--- src/rtl/serial_rx_8b_pkg.sv ---
// Shared definitions for the single-wire serial link receiver.
// Holds the FSM state encodings, the line idle level and the default sizes.
package serial_rx_8b_pkg;

  typedef enum logic [2:0] {
    ST_IDLE   = 3'd0,
    ST_START  = 3'd1,
    ST_DATA   = 3'd2,
    ST_PARITY = 3'd3,
    ST_STOP   = 3'd4
  } rx_state_e;

  localparam logic LINE_IDLE  = 1'b1;
  localparam int   DEF_OVS    = 4;
  localparam int   DEF_DATA_W = 8;
  localparam int   DEF_SYNC   = 2;

endpackage

--- src/rtl/serial_rx_8b_sync_2ff.sv ---
// Multi-flop synchroniser for the asynchronous serial line.
// Ports: clk, rst (async, active high), d (async in), q (synchronised out).
// The flops reset to the line idle level so no false start follows reset.
module sync_2ff #(
  parameter int   STAGES  = 2,
  parameter logic RST_VAL = 1'b1
) (
  input  logic clk,
  input  logic rst,
  input  logic d,
  output logic q
);

  logic [STAGES-1:0] sr;

  always_ff @(posedge clk or posedge rst) begin
    if (rst) sr <= {STAGES{RST_VAL}};
    else     sr <= {sr[STAGES-2:0], d};
  end

  assign q = sr[STAGES-1];

endmodule

--- src/rtl/serial_rx_8b.sv ---
// Serial link receiver: oversampled UART-style framing, LSB first.
// Ports: CLK, RST (async, active high), I (serial line, idle high),
//   DOUT (last good word), VALID/ERR/PERR (1-cycle pulses), BUSY.
// Optional even parity bit enabled by defining SERIAL_RX_PARITY_EN;
// without it PERR is tied 0 and the frame carries no parity bit.
module serial_rx_8b
  import serial_rx_8b_pkg::*;
#(
  parameter int DATA_W      = DEF_DATA_W,
  parameter int OVS         = DEF_OVS,
  parameter int SYNC_STAGES = DEF_SYNC
) (
  input  logic              CLK,
  input  logic              RST,
  input  logic              I,
  output logic [DATA_W-1:0] DOUT,
  output logic              VALID,
  output logic              ERR,
  output logic              PERR,
  output logic              BUSY
);

  localparam int CW = $clog2(OVS);
  localparam int BW = $clog2(DATA_W + 1);
  localparam logic [CW-1:0] CNT_MID  = CW'(OVS / 2 - 1);
  localparam logic [CW-1:0] CNT_END  = CW'(OVS - 1);
  localparam logic [BW-1:0] BIT_LAST = BW'(DATA_W - 1);

  logic s_i;

  sync_2ff #(
    .STAGES (SYNC_STAGES),
    .RST_VAL(LINE_IDLE)
  ) u_sync (
    .clk(CLK),
    .rst(RST),
    .d  (I),
    .q  (s_i)
  );

  rx_state_e         state_q, state_d;
  logic [CW-1:0]     cnt_q, cnt_d;
  logic [BW-1:0]     bit_q, bit_d;
  logic [DATA_W-1:0] sh_q, sh_d;
  logic [DATA_W-1:0] dout_d;
  logic              valid_d, err_d;
  logic              busy_d;
  logic              armed_q, armed_d;

`ifdef SERIAL_RX_PARITY_EN
  logic par_bad_q, par_bad_d;
  logic perr_d;
`endif

  always_ff @(posedge CLK or posedge RST) begin
    if (RST) begin
      state_q <= ST_IDLE;
      cnt_q   <= '0;
      bit_q   <= '0;
      sh_q    <= '0;
      DOUT    <= '0;
      VALID   <= 1'b0;
      ERR     <= 1'b0;
      BUSY    <= 1'b0;
      armed_q <= 1'b0;
    end else begin
      state_q <= state_d;
      cnt_q   <= cnt_d;
      bit_q   <= bit_d;
      sh_q    <= sh_d;
      DOUT    <= dout_d;
      VALID   <= valid_d;
      ERR     <= err_d;
      BUSY    <= busy_d;
      armed_q <= armed_d;
    end
  end

`ifdef SERIAL_RX_PARITY_EN
  always_ff @(posedge CLK or posedge RST) begin
    if (RST) begin
      par_bad_q <= 1'b0;
      PERR      <= 1'b0;
    end else begin
      par_bad_q <= par_bad_d;
      PERR      <= perr_d;
    end
  end
`else
  assign PERR = 1'b0;
`endif

  always_comb begin
    state_d = state_q;
    cnt_d   = cnt_q;
    bit_d   = bit_q;
    sh_d    = sh_q;
    dout_d  = DOUT;
    valid_d = 1'b0;
    err_d   = 1'b0;
    busy_d  = BUSY;
    armed_d = armed_q;
`ifdef SERIAL_RX_PARITY_EN
    par_bad_d = par_bad_q;
    perr_d    = 1'b0;
`endif
    unique case (state_q)
      ST_IDLE: begin
        // A start edge only counts once the line has been seen idle.
        if (s_i) begin
          armed_d = 1'b1;
        end else if (armed_q) begin
          state_d = ST_START;
          cnt_d   = '0;
          busy_d  = 1'b1;
        end
      end
      ST_START: begin
        if (cnt_q == CNT_MID) begin
          cnt_d = '0;
          if (!s_i) begin
            state_d = ST_DATA;
            bit_d   = '0;
          end else begin
            state_d = ST_IDLE;
            busy_d  = 1'b0;
          end
        end else begin
          cnt_d = cnt_q + 1'b1;
        end
      end
      ST_DATA: begin
        if (cnt_q == CNT_END) begin
          cnt_d = '0;
          sh_d  = {s_i, sh_q[DATA_W-1:1]};
          bit_d = bit_q + 1'b1;
          if (bit_q == BIT_LAST) begin
`ifdef SERIAL_RX_PARITY_EN
            state_d = ST_PARITY;
`else
            state_d = ST_STOP;
`endif
          end
        end else begin
          cnt_d = cnt_q + 1'b1;
        end
      end
`ifdef SERIAL_RX_PARITY_EN
      ST_PARITY: begin
        if (cnt_q == CNT_END) begin
          cnt_d     = '0;
          par_bad_d = s_i ^ (^sh_q);
          state_d   = ST_STOP;
        end else begin
          cnt_d = cnt_q + 1'b1;
        end
      end
`endif
      ST_STOP: begin
        if (cnt_q == CNT_END) begin
          cnt_d   = '0;
          state_d = ST_IDLE;
          busy_d  = 1'b0;
          // A high stop bit arms the next start immediately.
          armed_d = s_i;
          if (s_i) begin
            dout_d  = sh_q;
            valid_d = 1'b1;
`ifdef SERIAL_RX_PARITY_EN
            perr_d  = par_bad_q;
`endif
          end else begin
            err_d = 1'b1;
          end
        end else begin
          cnt_d = cnt_q + 1'b1;
        end
      end
      default: begin
        state_d = ST_IDLE;
        busy_d  = 1'b0;
      end
    endcase
  end

endmodule

--- config.mk ---
export PLATFORM = sky130hd
export DESIGN_NAME = serial_rx_8b
export DESIGN_NICKNAME = d
export VERILOG_FILES = /design/src/rtl/serial_rx_8b_pkg.sv /design/src/rtl/serial_rx_8b_sync_2ff.sv /design/src/rtl/serial_rx_8b.sv
export SDC_FILE = /design/constraint.sdc
export NUM_CORES = 1
export LEC_CHECK = 0
export BUFFER_PORTS_ARGS = -buffer_cell sky130_fd_sc_hd__buf_2
export CAP_MARGIN = 20
export CORE_ASPECT_RATIO = 0.75
export CORE_MARGIN = 2
export CORE_UTILIZATION = 57
export DETAILED_ROUTE_END_ITERATION = 10
export PLACE_DENSITY = 0.84
export SYNTH_ARGS = -nofsm -noshare
export SYNTH_HDL_FRONTEND = slang
export SYNTH_SLANG_ARGS = --single-unit
--- constraint.sdc ---
create_clock -name CLK -period 1.8 [get_ports CLK]
set_clock_uncertainty 0.15 [all_clocks]
set_input_delay 0.09 -clock CLK [delete_from_list [all_inputs] [get_ports CLK]]
set_output_delay 0.09 -clock CLK [all_outputs]
set_load 0.005 [all_outputs]
Word-level counts from Yosys, hierarchy flattened
Index checks and enable logic that the tools add are counted.
- register bits: 31
- bits of input ports: 3
- output and inout port bits: 12
- word-level logic and storage cells: 72
- add/subtract/negate cells: 2
- equality and inequality tests: 15
- multiplexer cells: 32
- bitwise gates (word level): 1
- reductions and logical operators: 12
- operator list (operator ; count):
    $mux W3 ; 6
    $ne A2 B2 Y1 const B ; 7
    $mux W1 ; 13
    $mux W4 ; 3
    $pmux W3 S4 ; 1
    $reduce_and A6 Y1 ; 2
    $mux W2 ; 5
    $reduce_and A3 Y1 ; 3
    $pmux W4 S2 ; 1
    $pmux W2 S3 ; 1
    $add A4 B1 Y4 const B ; 1
    $eq A4 B3 Y1 const B ; 1
    $ne A2 B1 Y1 const B ; 2
    $pmux W1 S4 ; 1
    $reduce_and A4 Y1 ; 1
    $reduce_bool A2 Y1 ; 2
    $eq A3 B1 Y1 const B ; 1
    $eq A3 B2 Y1 const B ; 1
    $eq A3 B3 Y1 const B ; 1
    $logic_not A3 Y1 ; 1
    $reduce_bool A3 Y1 ; 1
    $add A2 B1 Y2 const B ; 1
    $eq A2 B1 Y1 const B ; 1
    $eq A2 B2 Y1 const B ; 1
    4 further kinds ; 4

Longest topological paths before layout
- depth after elaboration: 4
- mapped depth: 6
- gate-level depth less buffers: 6

Cells and area by module
Synthesis repeated with hierarchy kept, for this count alone.
- cells, all modules: 122
- area total of the unflattened synthesis: 1442.6 um^2
- by module, submodules not included (module ; times used ; cells each ; area each (um^2) ; seq. area each (um^2)):
    serial_rx_8b ; 1 ; 119 ; 1386.3 ; 725.7
    sync_2ff ; 1 ; 3 ; 56.3 ; 52.6

Worst setup path before layout
OpenSTA, ideal clock, no wires.
- path kind: register to register
- start: register state_q[0]
- end: register sh_q[2]
- setup time: 125 ps
- data arrival time: 1395 ps
- data required time: 1525 ps
- setup slack: 130 ps
- stages on the path, launching flop included: 5
- buffers on the path: 1
- clock period less this slack: 1670 ps
- cells stage by stage: dfrtp_1 or3b_4 nor2_4 buf_6 mux2_4
- word-level cells in the longest chain between the ends: 2
- ends and longest elaborated chain (item ; line ; source):
    from (decl) ; serial_rx_8b.sv:41 ; rx_state_e state_q, state_d;
    from (signal assigned) ; serial_rx_8b.sv:67 ; state_q <= state_d;
    $eq A3 B2 Y1 ; serial_rx_8b.sv:107 ; unique case (state_q)
    $reduce_and A2 Y1 (no source line) ; -- ;
    to (signal assigned) ; serial_rx_8b.sv:60 ; sh_q <= '0;
    to (signal assigned) ; serial_rx_8b.sv:70 ; sh_q <= sh_d;
    to (decl) ; serial_rx_8b.sv:44 ; logic [DATA_W-1:0] sh_q, sh_d;
Every way passes these cells.
A chain may end at the register's enable or synchronous reset.

Worst setup path in the final report
- start: register cnt_q[1]
- end: register DOUT[2]
- word-level cells in the longest chain between the ends: 2
- ends and longest elaborated chain (item ; line ; source):
    from (decl) ; serial_rx_8b.sv:42 ; logic [CW-1:0] cnt_q, cnt_d;
    from (signal assigned) ; serial_rx_8b.sv:68 ; cnt_q <= cnt_d;
    $eq A2 B2 Y1 ; serial_rx_8b.sv:160 ; if (cnt_q == CNT_END) begin
    $reduce_and A3 Y1 (no source line) ; -- ;
    to (signal assigned) ; serial_rx_8b.sv:71 ; DOUT <= dout_d;
    to (decl) ; serial_rx_8b.sv:16 ; output logic [DATA_W-1:0] DOUT,
Every way passes these cells.

==> flow_summary.json <==
{
  "status": "completed",
  "core_region_area_mm2": 0.002346,
  "route.detailed.drc": 0,
  "vias": 981,
  "yosysMostFrequentCell": "dfrtp_1",
  "synthFlopType": "dfrtp_1",
  "synth_top_area_cell": "dfrtp_1",
  "worstSetupStartpointType": "register",
  "hold_viol": 0,
  "dr.pass1.iters": 4,
  "htreeDepth": 2,
  "vias_per_cell": 5.390,
  "synth.cell_area_mm2": 0.001444,
  "dp_cells": 168,
  "clock-sinks": 31,
  "fin_setup_tns_ns": 0,
  "rows": 15,
  "grt_max_degree": 32,
  "avgSynthCellArea_um2": 11.93,
  "min_period_ns": 1.720,
  "avgRoutedWirePerCell_um": 14.08,
  "numCtsBuffers": 5,
  "start_util_pct": 61.55,
  "critPathMaxFanout": 9,
  "ant_nets": 0,
  "ys_seq_elements": 31,
  "dieHeight_um": 47.59,
  "p_per_area_mw_per_mm2": 1008,
  "grt_pass1_wl_mm": 4.153,
  "synth_cells": 121,
  "grt_setup_unrepaired": "false",
  "cp.required_ns": 1.86,
  "diodes": 0,
  "die-area_mm2": 0.002956,
  "synth_cell_types": 38,
  "nNetsFinal": 154,
  "area_growth_pct": 15.77,
  "grt_pass1_vias": 894,
  "stdcell_count": 182,
  "fill_cells": 162,
  "cts_max_path_buffers": 2,
  "setup_violations": 0,
  "io_pins": 15,
  "async_flop_share_pct": 100.0,
  "io_buffers": 13,
  "fin_crit_sh_pct": 95.54,
  "slew_viol_final": 0,
  "crit_path_end_kind": "register",
  "synth_warnings": 0,
  "critical_path_arrival_ns": 1.78,
  "yosys-top-cells-count": "dfrtp_1, mux2_2, inv_1",
  "criticalPathCategory": "reg2reg",
  "grt_overflow": 0,
  "vdd_drop_max_uv": 623.8,
  "hpwl_mm": 1.796,
  "seq_area_frac_synth_pct": 53.90,
  "report.power.total_mw": 1.686,
  "die_x_um": 62.12,
  "hold_class": "in2async",
  "finalWirelength_mm": 2.563,
  "antenna_found_initial": 0,
  "cts_tree": "built",
  "drive_gt1_share_pct": 36.49,
  "synth-edff-count": 0,
  "routabilityCongestion": 0.8384,
  "mappedNetlistNets": 128,
  "clk_latency_ns": 0.34,
  "clk_pin_slew_ns": 0.12,
  "grt.total_usage_pct": 19.02,
  "cts_root_buf": "clkbuf_4",
  "synthTopCellsByArea": "dfrtp_1, mux2_2, mux2_4",
  "max_freq_mhz": 581.5,
  "p_leak_nw": 0.8544,
  "drt-initial-drc-count": 32,
  "synth_top_area_share_pct": 50.26,
  "cap_viol_max_count": 0
}
[state kept, by name (all words and copies together), names as in the netlist]
name / flops
DOUT: 8
sh_q: 8
bit_q: 4
state_q: 3
cnt_q: 2
u_sync.sr: 2
BUSY: 1
ERR: 1
VALID: 1
armed_q: 1
[timing repair]
item / 4_1_cts / 5_1_grt
hold buffers: 2 / 0
endpoints found under the setup margin: 0 / 16
resized for setup: 0 / 2
buffers inserted: 0 / 3
endpoints found under the hold margin: 32 / 0
[critical path, cell delays in order, from the launching register on]
cell	delay, ns
dfrtp_1	0.41
ha_1	0.31
nor2b_2	0.26
nand3_4	0.17
mux2_2	0.32
[per-stage QoR]
stage	setup slack (ns)	hold slack [ns]	area, um^2	utilization (%)
after floorplan	0.1299	-0.05552	1444	-
after global placement	0.05251	0.02521	1560	66.51
after detailed placement	0.01665	0.04387	1560	66.51
after CTS	0.005955	0.2138	1633	69.60
after global routing	0.01325	0.2179	1672	71.25
final	0.08027	0.2099	1672	71.25
[where the power goes]
group | switching (mW) | internal, mW
Sequential | 0.0643 | 0.769
Combinational | 0.256 | 0.216
Clock | 0.235 | 0.145
Total | 0.555 | 1.13
[layout by cell type (no fill, tap or decap), types with 2 or more instances in the layout]
| cell type | instances |
|---|---|
| inv_1 | 9 |
| dfstp_2 | 2 |
| buf_2 | 13 |
| nand2_1 | 6 |
| nand3_1 | 3 |
| buf_4 | 9 |
| clkbuf_4 | 5 |
| nand3b_1 | 2 |
| nor2_1 | 7 |
| nor3_1 | 3 |
| dlygate4sd3_1 | 2 |
| o21ai_0 | 7 |
| mux2_4 | 6 |
| ha_1 | 4 |
| clkinv_2 | 3 |
| dfrtp_1 | 29 |
| a21oi_1 | 4 |
| mux2_2 | 11 |
[per-layer routing]
metal  vias to the layer above  global-route usage, %  routed length (um)
met5                         -                      0                   0
met4                         0                  8.000                  33
met3                         4                  5.882                 141
met2                        30                  30.43                1188
met1                       476                  25.23                1199
li1                        471                      -                   -
[cells by family (layout without fill, tap and decap cells)]
family | Yosys count | after routing | synth area share, %
flops | 31 | 31 | 53.90
other cells | 1 | 1 | 0.2597
fa+ha+maj | 4 | 4 | 3.466
mux | 17 | 17 | 14.82
simple gates | 30 | 31 | 11.96
compound gates | 23 | 23 | 10.75
buf+inv | 15 | 41 | 4.853
[cell type report]
class                      instances  area [um^2]  share of cell area (%)
tap                               34        42.54                   2.545
clock buffer                       5        37.54                   2.246
multi-input combinational         76        611.8                   36.60
clock inverter                     3        15.01                  0.8982
sequential                        31        778.2                   46.56
timing repair buffer              24        152.6                   9.132
inverter                           9        33.78                   2.021
[path summary, 6_finish.rpt]
check | start | endpoint | slack [ns] | cells after the start
setup / recovery | cnt_q[1] | DOUT[2] | 0.08 | 4
hold / removal | RST | sh_q[7] | 0.21 | 4
setup reg to reg | cnt_q[1] | DOUT[2] | 0.08 | 4
hold reg to reg | u_sync.sr[0] | u_sync.sr[1] | 0.21 | 0
max in group asynchronous | RST | u_sync.sr[0] | 0.96 | 4
min in group CLK | u_sync.sr[0] | u_sync.sr[1] | 0.21 | 0
No activity file was read; power rests on OpenSTA's default activity.
